$ cat config.mk
export PLATFORM = sky130hd
export DESIGN_NAME = freq_sweep_ctrl
export DESIGN_NICKNAME = d
export VERILOG_FILES = /design/src/rtl/freq_sweep_ctrl.sv
export SDC_FILE = /design/constraint.sdc
export NUM_CORES = 1
export LEC_CHECK = 0
export CAP_MARGIN = 25
export CORE_ASPECT_RATIO = 0.75
export CORE_UTILIZATION = 40
export DETAILED_ROUTE_END_ITERATION = 7
export PLACE_DENSITY = 0.66
export REMOVE_ABC_BUFFERS = 1
export SLEW_MARGIN = 20
export SYNTH_ARGS = -nofsm -noshare
export SYNTH_HDL_FRONTEND = slang
export SYNTH_SLANG_ARGS = --single-unit
$ cat constraint.sdc
create_clock -name clk -period 6.9 [get_ports clk]
set_input_delay 1.035 -clock clk [delete_from_list [all_inputs] [get_ports clk]]
set_output_delay 1.035 -clock clk [all_outputs]
set_load 0.005 [all_outputs]
$ cat src/rtl/freq_sweep_ctrl.sv
// Stepped frequency sweep sequencer: drives a divider frequency word and enable with settle/dwell timing.
// Build option SWEEP_LOOP_EN: after each pass, restart from the latched start frequency until stopped.
module freq_sweep_ctrl #(
  parameter int unsigned SETTLE_CYC = 16,
  parameter int unsigned F_MAX      = 25_000_000,
  localparam int unsigned FW        = 28
) (
  input  logic          clk,
  input  logic          rstn,
  input  logic          i_start,
  input  logic          i_stop,
  input  logic [FW-1:0] i_freq_start,
  input  logic [FW-1:0] i_freq_stop,
  input  logic [FW-1:0] i_freq_step,
  input  logic [FW-1:0] i_dwell,
  output logic [FW-1:0] o_freq_num,
  output logic          o_sw,
  output logic          o_busy,
  output logic          o_step,
  output logic          o_done,
  output logic          o_err
);

  localparam logic [FW-1:0] SETTLE_LAST = FW'(SETTLE_CYC - 1);
  localparam logic [FW-1:0] FMAX_W      = FW'(F_MAX);

  typedef enum logic [2:0] {IDLE, SETTLE, DWELL, NEXT, DONE} state_e;

  state_e        state_q, state_d;
  logic [FW-1:0] freq_q, freq_d;
  logic [FW-1:0] stop_q, stop_d;
  logic [FW-1:0] inc_q, inc_d;
  logic [FW-1:0] dwell_q, dwell_d;
  logic [FW-1:0] cnt_q, cnt_d;
  logic          sw_q, sw_d;
  logic          busy_q, busy_d;
  logic          pulse_q, pulse_d;
  logic          done_q, done_d;
  logic          err_q, err_d;
`ifdef SWEEP_LOOP_EN
  logic [FW-1:0] start_q, start_d;
`endif

  logic [FW:0]   sum;
  logic [FW-1:0] dwell_last;
  logic          start_bad;

  // The sum keeps its carry so a step past the top of the 28-bit range ends the sweep instead of wrapping.
  assign sum        = {1'b0, freq_q} + {1'b0, inc_q};
  assign dwell_last = (dwell_q == '0) ? '0 : dwell_q - FW'(1);
  assign start_bad  = (i_freq_start == '0) || (i_freq_step == '0) ||
                      (i_freq_start > i_freq_stop) || (i_freq_stop > FMAX_W);

  // Next-state and registered-output logic; i_stop outranks every other transition.
  always_comb begin
    state_d = state_q;
    freq_d  = freq_q;
    stop_d  = stop_q;
    inc_d   = inc_q;
    dwell_d = dwell_q;
    cnt_d   = cnt_q;
    sw_d    = sw_q;
    busy_d  = busy_q;
    pulse_d = 1'b0;
    done_d  = 1'b0;
    err_d   = 1'b0;
`ifdef SWEEP_LOOP_EN
    start_d = start_q;
`endif
    if ((state_q != IDLE) && i_stop) begin
      state_d = IDLE;
      sw_d    = 1'b0;
      busy_d  = 1'b0;
      cnt_d   = '0;
    end else begin
      case (state_q)
        IDLE: begin
          if (i_start && !i_stop) begin
            if (start_bad) begin
              err_d = 1'b1;
            end else begin
              state_d = SETTLE;
              freq_d  = i_freq_start;
              stop_d  = i_freq_stop;
              inc_d   = i_freq_step;
              dwell_d = i_dwell;
              cnt_d   = '0;
              sw_d    = 1'b0;
              busy_d  = 1'b1;
`ifdef SWEEP_LOOP_EN
              start_d = i_freq_start;
`endif
            end
          end
        end
        SETTLE: begin
          if (cnt_q == SETTLE_LAST) begin
            state_d = DWELL;
            sw_d    = 1'b1;
            pulse_d = 1'b1;
            cnt_d   = '0;
          end else begin
            cnt_d = cnt_q + FW'(1);
          end
        end
        DWELL: begin
          if (cnt_q == dwell_last) begin
            state_d = NEXT;
            sw_d    = 1'b0;
            cnt_d   = '0;
          end else begin
            cnt_d = cnt_q + FW'(1);
          end
        end
        NEXT: begin
          if (sum > {1'b0, stop_q}) begin
            state_d = DONE;
            done_d  = 1'b1;
          end else begin
            state_d = SETTLE;
            freq_d  = sum[FW-1:0];
            cnt_d   = '0;
          end
        end
        DONE: begin
`ifdef SWEEP_LOOP_EN
          state_d = SETTLE;
          freq_d  = start_q;
          cnt_d   = '0;
`else
          state_d = IDLE;
          busy_d  = 1'b0;
`endif
        end
        default: begin
          state_d = IDLE;
          sw_d    = 1'b0;
          busy_d  = 1'b0;
        end
      endcase
    end
  end

  always_ff @(posedge clk or negedge rstn) begin
    if (!rstn) begin
      state_q <= IDLE;
      freq_q  <= '0;
      stop_q  <= '0;
      inc_q   <= '0;
      dwell_q <= '0;
      cnt_q   <= '0;
      sw_q    <= 1'b0;
      busy_q  <= 1'b0;
      pulse_q <= 1'b0;
      done_q  <= 1'b0;
      err_q   <= 1'b0;
`ifdef SWEEP_LOOP_EN
      start_q <= '0;
`endif
    end else begin
      state_q <= state_d;
      freq_q  <= freq_d;
      stop_q  <= stop_d;
      inc_q   <= inc_d;
      dwell_q <= dwell_d;
      cnt_q   <= cnt_d;
      sw_q    <= sw_d;
      busy_q  <= busy_d;
      pulse_q <= pulse_d;
      done_q  <= done_d;
      err_q   <= err_d;
`ifdef SWEEP_LOOP_EN
      start_q <= start_d;
`endif
    end
  end

  assign o_freq_num = freq_q;
  assign o_sw       = sw_q;
  assign o_busy     = busy_q;
  assign o_step     = pulse_q;
  assign o_done     = done_q;
  assign o_err      = err_q;

endmodule

# Word level (Yosys, flattened, before mapping)

Cells that the tools add are included.

Flip-flop bits (word level): 148
Bits of input ports: 116
Output and inout bits: 33
Word-level logic and storage cells: 95

$add $sub $neg: 3
Magnitude comparators: 3
Eq/ne operators: 16
Multiplexer cells: 39
Bitwise logic cells: 2
Reductions and logical operators: 21

Operators with widths:

| cell                    | number |
|---|---|
| $mux W28                | 10 |
| $pmux W28 S4            | 1 |
| $logic_not A28 Y1       | 3 |
| $pmux W28 S2            | 1 |
| $add A28 B28 Y29        | 1 |
| $gt A29 B28 Y1          | 1 |
| $add A28 B1 Y28 const B | 1 |
| $eq A28 B28 Y1          | 1 |
| $eq A28 B4 Y1 const B   | 1 |
| $gt A28 B25 Y1 const B  | 1 |
| $gt A28 B28 Y1          | 1 |
| $sub A28 B1 Y28 const B | 1 |
| $mux W1                 | 18 |
| $mux W3                 | 6 |
| $ne A3 B3 Y1 const B    | 5 |
| $pmux W3 S4             | 1 |
| $reduce_and A4 Y1       | 3 |
| $reduce_and A5 Y1       | 2 |
| $eq A3 B2 Y1 const B    | 2 |
| $ne A2 B2 Y1 const B    | 3 |
| $reduce_bool A5 Y1      | 1 |
| $ne A2 B1 Y1 const B    | 2 |
| $pmux W1 S4             | 1 |
| $eq A3 B1 Y1 const B    | 1 |
| 12 further kinds        | 16 |

# Longest topological paths before layout

Gate-level depths: netlist (run 1).

Depth in word-level cells: 8
Mapped depth: 21
Mapped depth without buffers: 20

# Worst setup path before layout (run 1)

No wires, ideal clock.

Kind: register -> register
Start: register freq_q[9], in the netlist o_freq_num[9]
End: register freq_q[10], in the netlist o_freq_num[10]
Setup time: 0.125 ns
Arrival: 4.890 ns
Slack: 1.885 ns
Cell stages (with the launch flop): 21
Path buffers: 2
Cell sequence: dfrtp_1 ha_1 clkbuf_1 and3_1 o211a_1 a21o_1 a2111oi_0 o21bai_1 a21oi_1 xnor2_1 ha_1 nand4_1 nor4_1 o21ai_0 o21ai_0 o31ai_1 a32o_1 and2_1 a21oi_1 clkbuf_1 mux2_2

Word-level cells in the longest chain between the ends: 4

Ends and longest elaborated chain:

| what                               | RTL line | RTL |
|---|---|---|
| start, declared                    | 30       | `logic [FW-1:0] freq_q, freq_d;` |
| start signal, assigned             | 162      | `freq_q <= freq_d;` |
| $add A28 B28 Y29 *                 | 49       | `assign sum = {1'b0, freq_q} + {1'b0, inc_q};` |
| $gt A29 B28 Y1                     | 116      | `if (sum > {1'b0, stop_q}) begin` |
| $ne A2 B2 Y1 (no source line)      | n/a      |  |
| $reduce_and A5 Y1 (no source line) | n/a      |  |

Mark *: on every way between the ends. The rest lies on a longest branch, timed or not. The select of a mux whose other input is x is not followed.
A chain may end at the register's enable or synchronous reset.

# Worst setup path after layout (run 1)

Start: register freq_q[0], in the netlist o_freq_num[0]
End: register freq_q[19], in the netlist o_freq_num[19]

Same word-level chain as after synthesis.

==> results by group, run 1 <==
Outcome
  • Status: finished, violations left
  • Failing checks: DRC

Cells and area
  • Layout area overhead: 22.2%
  • Design area: 0.0134 mm^2
  • Nets: 1,535
  • Ratio of cells with drive above 1 in the final layout: 12.7%
  • Final Util: 49.7%

GRT
  • Vias in the first global route: 9,471
  • Largest net degree at the start of global routing: 116
  • Gr ovfl total: 0
  • Initial antenna violation count: 3
  • Gr usage total: 25.1%
  • First-pass GRT wire length: 54,800 um

Clock network
  • Root buffer cell: clkbuf_16
  • Post_cts resized: 0
  • Hold_buf cts: 0
  • CTS tree: done
  • Worst-skew pair later-pin latency: 0.44 ns
  • Longest Clk Path Bufs: 2
  • Setup Fix Bufs, Post-CTS: 0
  • H-tree Lvls: 4
  • Inserted Clock Buffers: 17
  • Sink Count: 148
  • CTS clk-pin slew, worst paths: 0.06 ns

Detailed routing
  • Final antenna-violating net count: 0
  • Routed len/inst: 20.5 um
  • Drt pass-1 iters: 8
  • DR iter-0 viols: 1,034
  • Vias per cell: 5.95
  • Drt total wl: 34,700 um
  • Vias: 10,100
  • DR DRC count: 6

Pwr
  • Peak supply drop: 0.187 mV
  • Leakage: 5.87 nW
  • Pwr dens: 376 mW/mm^2
  • Power Total: 5.04 mW

Placement
  • Cell Area, Placed: 0.0128 mm^2
  • Buffers added on ports: 148
  • RePlAce Congestion: 0.925
  • DP Wirelength: 26,500 um

Critical path
  • Setup crit end: o_freq_num[19]$_DFFE_PN0P_
  • CP arrival: 6.07 ns
  • CP Data Required Time: 7.22 ns
  • Critical path type: register to register
  • Reg2Reg Depth: 21
  • CP max FO: 28
  • R2R Path End: o_freq_num[19]$_DFFE_PN0P_
  • Critical Path Sink Type: register
  • Worst r2r src: o_freq_num[0]$_DFFE_PN0P_
  • Reg2Reg Setup Slack: 1.16 ns
  • Startpoint Class: register
  • Worst Setup SP: o_freq_num[0]$_DFFE_PN0P_

Synthesis
  • Register bit total from synthesis: 148
  • Mapped Cells: 1,216
  • Ys async rst share: 100%
  • Mean Syn Cell Area: 9.03 um^2
  • Main flop type after synthesis: dfrtp_1
  • Synthesis Warnings: 0
  • Synthesized cell area: 0.0110 mm^2
  • Post-synth EDFFs: 0
  • Seq/Total Area, Yosys: 33.7%
  • Library cells used by synthesis: 72

Die
  • Initial Utilization: 40.7%
  • IO Count: 149
  • Cell row count: 52
  • Core ar.: 0.0270 mm^2
  • Die X-Extent: 193 um
  • Die Y: 145 um
  • Area of the die: 0.0281 mm^2

Timing
  • RSZ-0062 raised after global routing: false
  • Hold slack: 0.477 ns
  • Fmax: 174 MHz
  • Setup violators final: 0
  • Total negative slack: 0 ns
  • Final hold violations: 0
  • Max-slew headroom: 35.8%
  • Slew @ Worst Pin: 0.954 ns
  • Max Slew Vio Count: 0
  • Clock skew: 0.0124 ns
  • Min Tclk post-route: 5.74 ns
  • Tcrit/Tclk final: 83.2%

Flow run
  • Max_cap viols: 0

Hold path
  • Worst Hold Class: register to register
-- power breakdown --
part           leakage (nW)  switching (mW)  internal, mW
sequential             1.87           0.261          1.14
combinational          3.70            1.45          1.18
clock                 0.299           0.384         0.632
-- worst max-delay path: stages (launching register included) --
cell and delay, ns:
dfrtp_1 0.39, ha_1 0.23, inv_1 0.08, fa_1 0.22, nor2b_1 0.07, o31a_1 0.29, o211ai_1 0.37, a21oi_1 0.16
o31a_1 0.36, a21boi_0 0.26, xnor2_1 0.13, ha_1 0.31, nand4_1 0.12, nor4_1 0.68, o21ai_0 0.21, o21ai_0 0.21
o31ai_1 0.10, a32o_1 0.26, and2_1 0.21, a21oi_2 0.12, buf_4 0.39, mux2_2 0.39
-- layout by cell type (no fill, tap or decap), types with 18 or more instances in the layout --
| cell type | Yosys | routed |
|---|---|---|
| nor2_1 | 62 | 62 |
| mux2_2 | 105 | 105 |
| dfrtp_1 | 148 | 148 |
| clkdlybuf4s50_1 | 0 | 147 |
| nor4_1 | 30 | 30 |
| a21oi_1 | 49 | 47 |
| ha_1 | 86 | 86 |
| nand2_1 | 83 | 83 |
| inv_1 | 87 | 87 |
| nand3_1 | 56 | 56 |
| xnor2_1 | 33 | 33 |
| nor3_1 | 35 | 34 |
| nand4_1 | 35 | 35 |
| o211ai_1 | 18 | 18 |
| o21ai_0 | 85 | 85 |
-- worst min path at each step --
stage	cells past startpoint	slack, ns	startpoint	endpoint
floorplan	2	0.46	stop_q[25]$_DFFE_PN0P_	stop_q[25]$_DFFE_PN0P_
global placement	1	0.48	o_sw$_DFFE_PN0P_	o_sw$_DFFE_PN0P_
detailed placement	1	0.47	o_sw$_DFFE_PN0P_	o_sw$_DFFE_PN0P_
CTS	1	0.49	o_sw$_DFFE_PN0P_	o_sw$_DFFE_PN0P_
global route	2	0.52	stop_q[25]$_DFFE_PN0P_	stop_q[25]$_DFFE_PN0P_
finish	1	0.48	o_sw$_DFFE_PN0P_	o_sw$_DFFE_PN0P_
-- cell type report --
class                           instances  area, um^2
Antenna cell                            2        5.00
Fill cell                            2546       13600
Tap cell                              351         439
Sequential cell                       148        3700
Inverter                               87         327
Clock inverter                          8         149
Clock buffer                           23         478
Timing Repair Buffer                  156        1580
Multi-Input combinational cell        922        6730
-- routing by layer --
metal / routed length (um) / global-route usage, % / up-vias
met5: 0 / 0 / -
met4: 612 / 8.32 / 0
met3: 2530 / 5.26 / 38
met2: 13700 / 32.9 / 407
met1: 17900 / 39.8 / 4909
li1: - / - / 4737
-- cells by family (layout without fill, tap and decap cells) --
logic type,after synthesis,in the layout,synth area share [%]
buffers and inverters,146,274,5.08
muxes,110,110,11.2
adders and majority gates,87,87,9.98
AOI/OAI and AO/OA,273,273,16.2
and+or+nand+nor,406,406,20.0
other,0,2,0
xor gates and xnor gates,46,46,3.80
DFF,148,148,33.7
-- flip-flops by register name, indices dropped and copies added, names as in the netlist, 3 cells and up --
| name | cells |
|---|---|
| cnt_q | 28 |
| dwell_q | 28 |
| inc_q | 28 |
| o_freq_num | 28 |
| state_q | 3 |
| stop_q | 28 |
-- cells in the mapped netlist (10+ instances only) --
master / count / area share (%)
dfrtp_1: 148 / 34
ha_1: 86 / 9.8
or4_1: 10 / 0.68
nor2_1: 62 / 2.1
or3_1: 14 / 0.80
clkbuf_1: 53 / 1.8
or2_2: 10 / 0.57
inv_1: 87 / 3.0
xor2_1: 12 / 0.96
nand2_1: 83 / 2.8
nor3_1: 35 / 1.6
a21o_1: 17 / 1.2
o21a_1: 15 / 1.0
nor4_1: 30 / 1.7
a21oi_1: 49 / 2.2
o211ai_1: 18 / 1.2
nand4_1: 35 / 2.0
mux2_2: 105 / 11
nand3_1: 56 / 2.6
o21ai_0: 85 / 3.9
and3_1: 10 / 0.57
nand4b_1: 17 / 1.4
xnor2_1: 33 / 2.6
o31ai_1: 11 / 0.75
-- through the flow --
step           setup WS, ns  instances
2_1_floorplan         -5.83       1157
3_3_place_gp           1.46       1663
3_5_place_dp           1.34       1663
4_1_cts                1.30       1694
5_1_grt               0.924       1697
6_report               1.16       1697
(Power assumes the default switching activity.)
==> inputs of run 2 (changes only) <==
PLACE_DENSITY = 0.69   (was 0.66)
clock period = 4.8 ns   (was 6.9 ns; I/O delays follow)
==> results by group, run 2 (same netlist as run 1, synthesis figures left out) <==
GRT
  • Gr usage total: 25.4%
  • Largest net degree at the start of global routing: 101
  • Vias in the first global route: 9,808
  • Initial antenna violation count: 2
  • First-pass GRT wire length: 55,700 um
  • Gr ovfl total: 0

Clock network
  • CTS clk-pin slew, worst paths: 0.06 ns
  • Root buffer cell: clkbuf_16
  • Worst-skew pair later-pin latency: 0.44 ns
  • Longest Clk Path Bufs: 2
  • H-tree Lvls: 4
  • Hold_buf cts: 0
  • Sink Count: 148
  • Inserted Clock Buffers: 17
  • CTS tree: done

Timing
  • Max Slew Vio Count: 0
  • Setup violators final: 30
  • RSZ-0062 raised after global routing: true
  • Hold slack: 0.128 ns
  • Max-slew headroom: 41.5%
  • Setup WS post-layout: -0.0942 ns
  • Tcrit/Tclk final: 102%
  • Final hold violations: 0
  • Fmax: 204 MHz
  • Min Tclk post-route: 4.89 ns
  • Slew @ Worst Pin: 0.878 ns
  • Clock skew: 0.0130 ns

Placement
  • Buffers added on ports: 148
  • DP Wirelength: 27,000 um
  • RePlAce Congestion: 0.930

Detailed routing
  • DR iter-0 viols: 992
  • DR DRC count: 5
  • Routed len/inst: 20.2 um
  • Vias per cell: 5.94
  • Drt total wl: 35,700 um
  • Vias: 10,500
  • Drt pass-1 iters: 8
  • Final antenna-violating net count: 0

Cells and area
  • Ratio of cells with drive above 1 in the final layout: 18.8%
  • Commonest non-fill, non-tap cell in the layout: dfrtp_1
  • Nets: 1,607
  • Most frequent cells in the layout: dfrtp_1 (148), clkdlybuf4s50_1 (147), inv_1 (86)
  • Final Util: 52.8%
  • Layout area overhead: 29.9%

Critical path
  • CP max FO: 7
  • Startpoint Class: register
  • Critical path type: register to register
  • R2R Path End: o_freq_num[2]$_DFFE_PN0P_
  • Reg2Reg Depth: 24
  • CP arrival: 5.21 ns
  • Critical Path Sink Type: register
  • CP Data Required Time: 5.12 ns
  • Worst r2r src: o_freq_num[0]$_DFFE_PN0P_
  • Reg2Reg Setup Slack: -0.09 ns

Die
  • Die X-Extent: 193 um
  • Initial Utilization: 40.7%
  • Cell row count: 52
  • Die Y: 145 um
  • Core ar.: 0.0270 mm^2
  • Area of the die: 0.0281 mm^2
  • IO Count: 149

Pwr
  • Leakage: 6.43 nW
  • Peak supply drop: 0.302 mV
  • Power Total: 7.88 mW
  • Pwr dens: 552 mW/mm^2

Hold path
  • Worst Hold Class: input pin to async pin

Flow run
  • Max_cap viols: 0

Outcome
  • Failing checks: DRC, setup timing
  • Status: finished, violations left
[run 2: changes by cell type in the layout (fill, tap and decap cells not counted), sizes merged]
| cell | before | now |
|---|---|---|
| buf | 9 | 80 |
| clkbuf | 23 | 22 |
| bufinv | 4 | 3 |
| clkinvlp | 2 | 0 |
| clkinv | 2 | 6 |
[run 2: power breakdown]
group	internal (mW)	switching [mW]
clock network	0.865	0.553
registers	1.64	0.363
logic	2.16	2.30
[run 2: how the worst max path moves through the flow]
stage	start	endpoint	slack (ns)	depth (start not counted)
3_5_place_dp	o_freq_num[0]$_DFFE_PN0P_	cnt_q[13]$_DFFE_PN0P_	-0.30	24
4_1_cts	inc_q[0]$_DFFE_PN0P_	o_freq_num[13]$_DFFE_PN0P_	-0.06	24
6_report	o_freq_num[0]$_DFFE_PN0P_	o_freq_num[2]$_DFFE_PN0P_	-0.09	24
2_1_floorplan	i_freq_stop[27]	o_freq_num[0]$_DFFE_PN0P_	-7.62	10
3_3_place_gp	o_freq_num[1]$_DFFE_PN0P_	o_freq_num[0]$_DFFE_PN0P_	-0.15	21
5_1_grt	o_freq_num[0]$_DFFE_PN0P_	o_freq_num[10]$_DFFE_PN0P_	-0.30	24
[run 2: worst max-delay path, cell delays in order (launching register included)]
cell and delay (ns):
dfrtp_1 0.39, ha_2 0.20, inv_2 0.06, fa_2 0.20, nor2b_2 0.05, o31a_1 0.27
o211ai_1 0.24, buf_4 0.19, a21oi_4 0.05, o31a_1 0.35, a31oi_1 0.21, xnor2_1 0.11
ha_1 0.30, nand4_1 0.20, nor4_4 0.34, buf_4 0.18, o21ai_2 0.05, o21ai_2 0.12
o31ai_2 0.07, a32o_2 0.24, and2_4 0.17, a21oi_4 0.17, buf_12 0.15, buf_12 0.14
mux2_4 0.31
[run 2: routing by layer]
| metal | part of all wire, % | global-route usage [%] |
|---|---|---|
| met1 | 49 | 39.3 |
| met2 | 41 | 35.2 |
| met3 | 8.3 | 5.70 |
| met4 | 1.3 | 5.96 |
| met5 | 0 | 0 |
[run 2: layout make-up]
type / count / area (um^2)
Tap cell: 351 / 439
Timing Repair Buffer: 228 / 2220
Clock inverter: 9 / 128
Fill cell: 2429 / 12700
Antenna cell: 2 / 5.00
Multi-Input combinational cell: 922 / 6950
Clock buffer: 21 / 480
Inverter: 87 / 327
Sequential cell: 148 / 3700
[run 2: metrics by stage]
| stage | cells | area (um^2) | setup TNS (ns) | setup WS, ns |
|---|---|---|---|---|
| after floorplan | 1157 | 10700 | -599.71 | -7.62 |
| after global placement | 1722 | 13200 | -5.99 | -0.145 |
| after detailed placement | 1722 | 13200 | -13.99 | -0.297 |
| after CTS | 1762 | 14100 | -1.11 | -0.0574 |
| after global routing | 1768 | 14300 | -13.51 | -0.301 |
| final | 1768 | 14300 | -1.77 | -0.0942 |
[run 2: repair_timing]
action                                 4_1_cts  5_1_grt
setup endpoints to repair                   57       58
setup buffers                               10        2
cloned                                       0        1
resized for setup                           55       34
pin swaps                                   20       31
endpoints found under the hold margin        0        0
==> inputs of run 3 (changes only) <==
--- a/config.mk
+++ b/config.mk
@@ -11,3 +11,3 @@
 export DETAILED_ROUTE_END_ITERATION = 7
-export PLACE_DENSITY = 0.69
+export PLACE_DENSITY = 0.66
 export REMOVE_ABC_BUFFERS = 1
==> constraint.sdc (replaced) <==
create_clock -name clk -period 6.2 [get_ports clk]
set_input_delay 0.93 -clock clk [delete_from_list [all_inputs] [get_ports clk]]
set_output_delay 0.93 -clock clk [all_outputs]
set_load 0.1 [all_outputs]
==> results by group, run 3 (same netlist as run 1, synthesis figures left out) <==
Timing
  • Final hold violations: 0
  • Total negative slack: 0 ns
  • RSZ-0062 raised after global routing: false
  • Slew @ Worst Pin: 1.02 ns
  • Hold slack: 0.500 ns
  • Min Tclk post-route: 5.71 ns
  • Max Slew Vio Count: 0
  • Fmax: 175 MHz
  • Max-slew headroom: 31.7%
  • Setup violators final: 0
  • Tcrit/Tclk final: 92.1%
  • Clock skew: 0.0110 ns
  • Setup WS post-layout: 0.490 ns

Clock network
  • Sink Count: 148
  • CTS tree: done
  • Longest Clk Path Bufs: 2
  • Worst-skew pair later-pin latency: 0.44 ns
  • CTS clk-pin slew, worst paths: 0.06 ns
  • Hold_buf cts: 0
  • Inserted Clock Buffers: 17
  • H-tree Lvls: 4
  • Root buffer cell: clkbuf_16

Detailed routing
  • DRT met1 WL: 17,500 um
  • DR iter-0 viols: 937
  • Routed len/inst: 20.3 um
  • Top Metal Used: met4
  • Drt total wl: 34,500 um
  • Met2 wire len: 13,900 um
  • Final antenna-violating net count: 0
  • Met3 routed WL: 2700 um
  • Vias per cell: 5.92
  • DR DRC count: 6
  • Vias: 10,100
  • Drt pass-1 iters: 8

Critical path
  • Max incr delay on CP: 0.55 ns
  • Delay-heaviest family, CP: compound AO/OA/AOI/OAI gates
  • CP max FO: 18
  • Reg2Reg Depth: 19
  • CP max-delay cell: a2111oi_0
  • Critical path depth in cells: 19
  • Critical path, cell by cell: ha_1 -> a211oi_1 -> o211ai_1 -> a21o_1 -> a2111oi_0 -> o21bai_1 -> a21oi_1 -> xnor2_1 -> ha_1 -> nand4_1 -> nor4_2 -> o21ai_0 -> o21ai_0 -> o31ai_1 -> a32o_1 -> and2_1 -> a21oi_4 -> buf_12 -> mux2_2
  • Startpoint Class: register
  • CP Data Required Time: 6.53 ns
  • CP arrival: 6.04 ns
  • Critical path type: register to register
  • Critical Path Sink Type: register
  • Worst Path Buf+Inv: 1

Flow run
  • Max_cap viols: 0

GRT
  • Initial antenna violation count: 2
  • Largest net degree at the start of global routing: 116
  • Gr usage total: 24.7%
  • Gr ovfl total: 0
  • Vias in the first global route: 9,282
  • First-pass GRT wire length: 54,100 um

Pwr
  • Power Total: 6.33 mW
  • Peak supply drop: 0.355 mV
  • Switching Fraction: 47.6%
  • Comb pwr share: 57.4%
  • Pwr dens: 470 mW/mm^2
  • Leakage: 5.90 nW
  • Sequential Power Share: 24.6%
  • Int Pwr: 3.32 mW
  • NetSw: 3.01 mW
  • Clock Power Share: 18.1%

Hold path
  • Hold depth: 1
  • Worst Hold Class: register to register

Die
  • Die Y: 145 um
  • Core ar.: 0.0270 mm^2
  • Area of the die: 0.0281 mm^2
  • Die X-Extent: 193 um
  • Cell row count: 52
  • IO Count: 149
  • Initial Utilization: 40.7%

Outcome
  • Status: finished, violations left
  • Failing checks: DRC

Placement
  • Cell Area, Placed: 0.0128 mm^2
  • Buffers added on ports: 148
  • DP Wirelength: 26,400 um
  • Pre-CTS WS: 0.229 ns
  • Placed Instances: 1,668
  • RePlAce Congestion: 0.931

Cells and area
  • Final Util: 49.8%
  • Design area: 0.0135 mm^2
  • Nets: 1,539
  • Most frequent cells in the layout: dfrtp_1 (148), clkdlybuf4s50_1 (147), mux2_2 (105)
  • Layout area overhead: 22.6%
  • Commonest non-fill, non-tap cell in the layout: dfrtp_1
  • Ratio of cells with drive above 1 in the final layout: 13.1%
  • Fin cells: 1,701
[run 3: routing by layer]
layer | GRT usage [%] | vias to the layer above
li1 | - | 4746
met2 | 33.2 | 360
met3 | 6.44 | 36
met5 | 0 | -
met1 | 38.5 | 4923
met4 | 5.80 | 0
[run 3: power groups by stage]
stage	Combinational, mW	Clock, mW	Sequential (mW)
final	3.63	1.14	1.56
after global routing	3.92	1.20	1.60
after CTS	3.58	1.17	1.55
after detailed placement	3.55	0	1.57
after global placement	3.52	0	1.55
after floorplan	1.95	0	2.14
[run 3: cell type report]
cell class	instances	area, um^2
fill	2520	13500
clock buffer	24	492
multi-input combinational	922	6750
sequential	148	3700
clock inverter	8	146
inverter	87	327
timing repair buffer	160	1600
antenna	1	2.50
tap	351	439
[run 3: worst reg2reg max path, delay by kind of cell (launching register included)]
family / cells / cell delay (ns)
compound gates: 11 / 2.94
simple gates: 3 / 0.87
fa+ha+maj: 2 / 0.63
flops: 1 / 0.40
mux: 1 / 0.37
buf+inv: 1 / 0.26
xor+xnor: 1 / 0.13
[run 3: repair_timing]
| item | 4_1_cts | 5_1_grt |
|---|---|---|
| buffers inserted | 0 | 0 |
| gates resized for setup | 0 | 2 |
| endpoints found under the setup margin | 0 | 28 |
[run 3: worst paths after layout]
| check | slack, ns | to | from |
|---|---|---|---|
| worst min register to register | 0.50 | o_sw$_DFFE_PN0P_ | o_sw$_DFFE_PN0P_ |
| worst min-delay path | 0.50 | o_sw$_DFFE_PN0P_ | o_sw$_DFFE_PN0P_ |
| worst max-delay path | 0.49 | o_freq_num[11]$_DFFE_PN0P_ | o_freq_num[1]$_DFFE_PN0P_ |
| worst max register to register | 0.49 | o_freq_num[11]$_DFFE_PN0P_ | o_freq_num[1]$_DFFE_PN0P_ |
| min in group asynchronous | 0.57 | dwell_q[21]$_DFFE_PN0P_ | rstn |
| max in group asynchronous | 4.27 | state_q[2]$_DFFE_PN0P_ | rstn |
